File: src/rtl/core_id_scoreboard_pkg.sv
// Shared sizes and types for the ID-stage register scoreboard.
package core_id_scoreboard_pkg;

    localparam int CORE_RFIDX_WIDTH  = 5;
    localparam int CORE_SB_CNT_WIDTH = 2;
    localparam int NUM_REGS          = 1 << CORE_RFIDX_WIDTH;

    typedef logic [CORE_RFIDX_WIDTH-1:0] rfidx_t;

endpackage

File: src/rtl/core_id_scoreboard_if.sv
// Issue-candidate, writeback and kill signals plus the hazard outputs of the scoreboard.
interface core_id_scoreboard_if;
    import core_id_scoreboard_pkg::*;

    logic   iss_rs1_ren;
    logic   iss_rs2_ren;
    rfidx_t iss_rs1_idx;
    rfidx_t iss_rs2_idx;
    logic   iss_rd_wen;
    rfidx_t iss_rd_idx;
    logic   iss_fire;
    logic   wb_valid;
    rfidx_t wb_rd_idx;
    logic   kill_valid;
    rfidx_t kill_rd_idx;
    logic   stall;
    logic   rs1_busy;
    logic   rs2_busy;
    logic   any_pending;
    logic   err;

    modport slave (
        input  iss_rs1_ren, iss_rs2_ren, iss_rs1_idx, iss_rs2_idx,
        input  iss_rd_wen, iss_rd_idx, iss_fire,
        input  wb_valid, wb_rd_idx, kill_valid, kill_rd_idx,
        output stall, rs1_busy, rs2_busy, any_pending, err
    );

    modport master (
        output iss_rs1_ren, iss_rs2_ren, iss_rs1_idx, iss_rs2_idx,
        output iss_rd_wen, iss_rd_idx, iss_fire,
        output wb_valid, wb_rd_idx, kill_valid, kill_rd_idx,
        input  stall, rs1_busy, rs2_busy, any_pending, err
    );

endinterface

File: src/rtl/core_sb_cnt.sv
// One saturating outstanding-write counter; applies +1/-1/-2 net deltas per cycle
// and flags the cycle when the result had to be clamped.
module core_sb_cnt
    import core_id_scoreboard_pkg::*;
#(
    parameter int CNT_W = CORE_SB_CNT_WIDTH
) (
    input  logic             clk,
    input  logic             rst,
    input  logic             inc_i,
    input  logic             dec_wb_i,
    input  logic             dec_kill_i,
    output logic [CNT_W-1:0] cnt_o,
    output logic             ovf_o,
    output logic             unf_o
);
    localparam int SUM_W = CNT_W + 2;
    localparam logic signed [SUM_W-1:0] MAX_S = $signed({2'b00, {CNT_W{1'b1}}});

    logic [CNT_W-1:0]        cnt_q, cnt_d;
    logic signed [SUM_W-1:0] net_s;

    function automatic logic [CNT_W-1:0] sat_cnt(input logic signed [SUM_W-1:0] v);
        if (v[SUM_W-1]) return '0;
        if (v > MAX_S)  return '1;
        return v[CNT_W-1:0];
    endfunction

    always_comb begin
        net_s = $signed({2'b00, cnt_q})
              + $signed({{(SUM_W-1){1'b0}}, inc_i})
              - $signed({{(SUM_W-1){1'b0}}, dec_wb_i})
              - $signed({{(SUM_W-1){1'b0}}, dec_kill_i});
        ovf_o = (net_s > MAX_S);
        unf_o = net_s[SUM_W-1];
        cnt_d = sat_cnt(net_s);
    end

    always_ff @(posedge clk) begin
        if (rst) cnt_q <= '0;
        else     cnt_q <= cnt_d;
    end

    assign cnt_o = cnt_q;

endmodule

File: src/rtl/core_id_scoreboard.sv
// ID-stage register scoreboard: per-register outstanding-write counters and the
// combinational RAW/WAW stall decision for the current issue candidate.
module core_id_scoreboard
    import core_id_scoreboard_pkg::*;
#(
    parameter int CNT_W     = CORE_SB_CNT_WIDTH,
    parameter int WB_BYPASS = 1
) (
    input  logic                clk,
    input  logic                rst,
    core_id_scoreboard_if.slave sb
);
    localparam logic [CNT_W-1:0] CNT_ONE = CNT_W'(1);

    logic [CNT_W-1:0]    cnt [NUM_REGS];
    logic [NUM_REGS-1:0] ovf, unf, nz;
    logic                err_q, err_d;
    logic                rs1_busy, rs2_busy, waw_full, stall;

    // x0 is hardwired to zero and never tracked.
    assign cnt[0] = '0;
    assign ovf[0] = 1'b0;
    assign unf[0] = 1'b0;
    assign nz[0]  = 1'b0;

    for (genvar r = 1; r < NUM_REGS; r++) begin : g_cnt
        localparam rfidx_t RIDX = rfidx_t'(r);
        core_sb_cnt #(.CNT_W(CNT_W)) u_cnt (
            .clk        (clk),
            .rst        (rst),
            .inc_i      (sb.iss_fire & sb.iss_rd_wen & (sb.iss_rd_idx == RIDX)),
            .dec_wb_i   (sb.wb_valid & (sb.wb_rd_idx == RIDX)),
            .dec_kill_i (sb.kill_valid & (sb.kill_rd_idx == RIDX)),
            .cnt_o      (cnt[r]),
            .ovf_o      (ovf[r]),
            .unf_o      (unf[r])
        );
        assign nz[r] = |cnt[r];
    end

    // A writeback retiring the last pending write releases the source this cycle; kill never does.
    function automatic logic src_busy(input logic ren, input rfidx_t idx,
                                      input logic [CNT_W-1:0] c, input logic wb_hit);
        return ren && (idx != '0) && (c != '0)
            && !((WB_BYPASS != 0) && wb_hit && (c == CNT_ONE));
    endfunction

    assign rs1_busy = src_busy(sb.iss_rs1_ren, sb.iss_rs1_idx, cnt[sb.iss_rs1_idx],
                               sb.wb_valid && (sb.wb_rd_idx == sb.iss_rs1_idx));
    assign rs2_busy = src_busy(sb.iss_rs2_ren, sb.iss_rs2_idx, cnt[sb.iss_rs2_idx],
                               sb.wb_valid && (sb.wb_rd_idx == sb.iss_rs2_idx));
    assign waw_full = sb.iss_rd_wen && (sb.iss_rd_idx != '0) && (cnt[sb.iss_rd_idx] == '1);
    assign stall    = rs1_busy | rs2_busy | waw_full;

    always_comb begin
        err_d = err_q | (|ovf) | (|unf) | (sb.iss_fire & stall);
    end

    always_ff @(posedge clk) begin
        if (rst) err_q <= 1'b0;
        else     err_q <= err_d;
    end

    assign sb.stall       = stall;
    assign sb.rs1_busy    = rs1_busy;
    assign sb.rs2_busy    = rs2_busy;
    assign sb.any_pending = |nz;
    assign sb.err         = err_q;

endmodule

File: src/flat_wrapper.sv
// flat-port wrapper written by rule: the top's interface ports become plain ports
module core_id_scoreboard_flat import core_id_scoreboard_pkg::*;
#(
    parameter int CNT_W     = CORE_SB_CNT_WIDTH,
    parameter int WB_BYPASS = 1
)
  (clk, rst, sb_iss_rs1_ren, sb_iss_rs2_ren, sb_iss_rs1_idx, sb_iss_rs2_idx, sb_iss_rd_wen, sb_iss_rd_idx, sb_iss_fire, sb_wb_valid, sb_wb_rd_idx, sb_kill_valid, sb_kill_rd_idx, sb_stall, sb_rs1_busy, sb_rs2_busy, sb_any_pending, sb_err);
  core_id_scoreboard_if sb_i ();
  input  logic clk;
  input  logic rst;
  input wire logic [$bits(sb_i.iss_rs1_ren)-1:0] sb_iss_rs1_ren;
  input wire logic [$bits(sb_i.iss_rs2_ren)-1:0] sb_iss_rs2_ren;
  input wire logic [$bits(sb_i.iss_rs1_idx)-1:0] sb_iss_rs1_idx;
  input wire logic [$bits(sb_i.iss_rs2_idx)-1:0] sb_iss_rs2_idx;
  input wire logic [$bits(sb_i.iss_rd_wen)-1:0] sb_iss_rd_wen;
  input wire logic [$bits(sb_i.iss_rd_idx)-1:0] sb_iss_rd_idx;
  input wire logic [$bits(sb_i.iss_fire)-1:0] sb_iss_fire;
  input wire logic [$bits(sb_i.wb_valid)-1:0] sb_wb_valid;
  input wire logic [$bits(sb_i.wb_rd_idx)-1:0] sb_wb_rd_idx;
  input wire logic [$bits(sb_i.kill_valid)-1:0] sb_kill_valid;
  input wire logic [$bits(sb_i.kill_rd_idx)-1:0] sb_kill_rd_idx;
  output wire logic [$bits(sb_i.stall)-1:0] sb_stall;
  output wire logic [$bits(sb_i.rs1_busy)-1:0] sb_rs1_busy;
  output wire logic [$bits(sb_i.rs2_busy)-1:0] sb_rs2_busy;
  output wire logic [$bits(sb_i.any_pending)-1:0] sb_any_pending;
  output wire logic [$bits(sb_i.err)-1:0] sb_err;
  assign sb_i.iss_rs1_ren = sb_iss_rs1_ren;
  assign sb_i.iss_rs2_ren = sb_iss_rs2_ren;
  assign sb_i.iss_rs1_idx = sb_iss_rs1_idx;
  assign sb_i.iss_rs2_idx = sb_iss_rs2_idx;
  assign sb_i.iss_rd_wen = sb_iss_rd_wen;
  assign sb_i.iss_rd_idx = sb_iss_rd_idx;
  assign sb_i.iss_fire = sb_iss_fire;
  assign sb_i.wb_valid = sb_wb_valid;
  assign sb_i.wb_rd_idx = sb_wb_rd_idx;
  assign sb_i.kill_valid = sb_kill_valid;
  assign sb_i.kill_rd_idx = sb_kill_rd_idx;
  assign sb_stall = sb_i.stall;
  assign sb_rs1_busy = sb_i.rs1_busy;
  assign sb_rs2_busy = sb_i.rs2_busy;
  assign sb_any_pending = sb_i.any_pending;
  assign sb_err = sb_i.err;
  core_id_scoreboard #(.CNT_W(CNT_W), .WB_BYPASS(WB_BYPASS)) u_core (.clk(clk), .rst(rst), .sb(sb_i));
endmodule
File: config.mk
export PLATFORM = sky130hd
export DESIGN_NAME = core_id_scoreboard_flat
export DESIGN_NICKNAME = d
export VERILOG_FILES = /design/src/rtl/core_id_scoreboard_pkg.sv /design/src/rtl/core_id_scoreboard_if.sv /design/src/rtl/core_sb_cnt.sv /design/src/rtl/core_id_scoreboard.sv /design/src/flat_wrapper.sv
export SDC_FILE = /design/constraint.sdc
export NUM_CORES = 1
export LEC_CHECK = 0
export BUFFER_PORTS_ARGS = -buffer_cell sky130_fd_sc_hd__buf_2
export CAP_MARGIN = 20
export CORE_MARGIN = 2
export CORE_UTILIZATION = 55
export DETAILED_ROUTE_END_ITERATION = 6
export GPL_ROUTABILITY_DRIVEN = 0
export GPL_TIMING_DRIVEN = 0
export HOLD_SLACK_MARGIN = 0.03
export PLACE_DENSITY = 0.73
export SYNTH_ARGS = -nofsm -noshare
export SYNTH_HDL_FRONTEND = slang
export SYNTH_SLANG_ARGS = --single-unit
File: constraint.sdc
create_clock -name clk -period 9.95 [get_ports clk]
set_input_delay 0.4975 -clock clk [delete_from_list [all_inputs] [get_ports clk]]
set_output_delay 0.4975 -clock clk [all_outputs]
set_load 0.02 [all_outputs]
==> qor.yml <==
hold_path:
  hp-class: "in -> reg"
  holdCritStartpoint: "rst"
critical_path:
  cp_common_cell: "clkbuf_1"
  cp-startpoint: "sb_iss_rd_idx[0]"
  slowest_stage: "or4_4"
  cp_slowest_stage_delay_ps: 570
  worstPathCellList: "buf_2 -> clkbuf_1 -> clkbuf_1 -> nand2b_1 -> clkbuf_1 -> nor2_1 -> ha_1 -> fa_1 -> inv_1 -> ha_1 -> and2b_2 -> a2111o_1 -> or4_1 -> or4_4 -> nor3_1 -> a41oi_1"
  path_max_fanout: 10
  r2r-start: "u_core.g_cnt[21].u_cnt.cnt_o[0]"
  worstSetupPathType: "in -> reg"
  start_kind: "input port"
  crit_arrival_ps: 5220
  required_ps: 10110
  endpoint_kind: "flip-flop"
layout:
  finalNonFillerCells: 1196
  multiInputGateArea_sq_um: 5943
  most-common-layout-cells: "nor2_1, inv_1, nand2_1, ha_1, dfxtp_1"
  diodes: 0
  drive_gt1_share_pct: 9.547
  final_area_sq_um: 8444
  nets: 1168
  num-fill-cells: 1268
  seq_area_sq_um: 1261
  layout_commonest_cell: "nor2_1"
  area_delta_synth_final_pct: 9.242
drt:
  antenna_left: 0
  drc: 0
  drt-initial-drc-count: 1017
  via_per_inst: 6.548
  wirelength_mm: 26.36
  detail_route.wl_per_cell_um: 22.04
  num_vias: 7832
  dr.pass1.iters: 7
power:
  swShare_pct: 31.21
  ir_drop_mv: 0.08400
  combPwrFrac_pct: 23.2
  p_int_uw: 597.1
  sequentialPowerShare_pct: 33.7
  finalPower_uw: 868.1
  power.switching_uw: 271.0
  power.leakage_nw: 3.664
  clkPwrFrac_pct: 43.1
  power.density_nw_per_um2: 102.8
timing:
  rsz0062_at_grt: "no"
  hold_ws_ps: 735.3
  period_minus_slack_ps: 5061
  tightest_slew_ps: 934.7
  finalMaxSlewViolations: 0
  fin_skew_ps: 5.519
  fmax_ghz: 0.1976
  relSlewSlack_pct: 37.69
  tns_ps: 0
  hold_viol_final: 0
  setup_viol: 0
  finalCritPeriodShare_pct: 50.86
placed_design:
  post-place-cells: 1180
  hpwl_mm: 20.53
  numPortBuffers: 29
  dpl_cell_area_sq_um: 8100
yosys:
  synth_ff_type: "dfxtp_1"
  syn_nets: 1128
  postSynthCellCount: 971
  synth_edf_count: 0
  synth.avg_cell_area_sq_um: 7.961
  synth_cell_types: 71
  seq_area_frac_synth_pct: 16.32
  ys_ff_latch: 63
  syn_area_sq_um: 7730
  ys_async_sr_fraction_pct: 0
  yosysWarnings: 0
floorplan:
  ios: 38
  initial_utilization_pct: 55.90
  die_area_sq_um: 15020
  die_h_um: 122.6
  die_x_um: 122.6
  core-area_sq_um: 13830
  row_count: 43
outcome:
  outcome: "completed"
clocking:
  clkTransAtPathRegs_ps: 60
  ctsHoldBuffers: 0
  h-tree-depth: 3
  clockBufferDepth: 2
  clock_sinks: 63
  cts_root_buf: "clkbuf_16"
  cts_buffers: 9
  cts_resized: 0
  clk_latency_ps: 350
  cts_tree: "done"
  post-cts-setup-buffers: 0
grt:
  grtUsageTotal_pct: 36.26
  grt_overflow: 0
  grt_pass1_vias: 7349
  grt_max_degree: 11
  grt_pass1_wl_mm: 40.13
  antenna_found_initial: 2
flow_run:
  drv_cap: 0
-- area by class of cell --
class / count / share of cell area (%)
multi-input cells: 774 / 70.38
inverters: 99 / 4.564
flip-flops and latches: 63 / 14.94
plain buffers: 35 / 1.660
well taps: 180 / 2.667
clock buffers: 14 / 3.363
repair buffers: 29 / 1.719
clock inverters: 2 / 0.7112
-- power groups by stage --
stage / clock [mW] / sequential (mW) / combinational [mW]
3_3_place_gp: 0 / 0.295 / 0.193
5_1_grt: 0.383 / 0.292 / 0.221
2_1_floorplan: 0 / 0.283 / 0.142
4_1_cts: 0.375 / 0.290 / 0.198
6_report: 0.374 / 0.293 / 0.202
3_5_place_dp: 0 / 0.295 / 0.196
-- metal layers --
layer,wire [um],vias up,track usage [%]
li1,-,3565,-
met1,10210,3651,46.33
met2,11090,494,53.75
met3,3329,122,9.805
met4,1727,0,23.71
met5,0,-,0
-- critical path, delay by kind of cell --
| kind | cells | cell delay, ps |
|---|---|---|
| buffers and inverters | 5 | 1470 |
| adder cells (fa/ha/maj) | 3 | 930 |
| AND/OR/NAND/NOR | 6 | 1680 |
| AO/OA/AOI/OAI | 2 | 630 |
-- synthesized netlist by cell type, types with 26 or more instances --
cell type / count / area [sq um]
a21oi_1: 44 / 220.2
a311oi_1: 34 / 297.8
clkbuf_1: 27 / 101.4
dfxtp_1: 63 / 1261
fa_1: 31 / 620.6
ha_1: 93 / 1164
inv_1: 98 / 367.9
mux4_2: 29 / 653.1
nand2_1: 98 / 367.9
nor2_1: 159 / 596.8
nor3_1: 38 / 190.2
o21ai_0: 26 / 130.1
-- state kept, by name (all words and copies together) (netlist names) --
register                  count
u_core.g_cnt.u_cnt.cnt_o     62
u_core.sb.err                 1
-- worst paths after layout --
path	to	slack, ps	depth (start not counted)
worst max-delay path	u_core.sb.err	4890	16
worst min-delay path	u_core.g_cnt[1].u_cnt.cnt_o[0]	740	3
worst max register to register	u_core.sb.err	6260	10
worst min register to register	u_core.g_cnt[25].u_cnt.cnt_o[1]	850	2
-- through the flow --
step	utilization, %	worst slack [ps]
6_report	61.07	4889
4_1_cts	61.07	5021
3_3_place_gp	58.58	4682
3_5_place_dp	58.58	4677
5_1_grt	61.07	4746
2_1_floorplan	-	5691
-- logic make-up (layout without fill, tap and decap cells) --
kind of cell | Yosys count | in the layout | share of synthesized area (%)
xor gates and xnor gates | 14 | 14 | 1.586
and+or+nand+nor | 413 | 413 | 24.89
DFF | 63 | 63 | 16.32
buffers and inverters | 134 | 179 | 6.798
muxes | 51 | 51 | 11.36
adders and majority gates | 124 | 124 | 23.08
AOI/OAI and AO/OA | 172 | 172 | 15.96
Power figures use the tool's default switching activity.
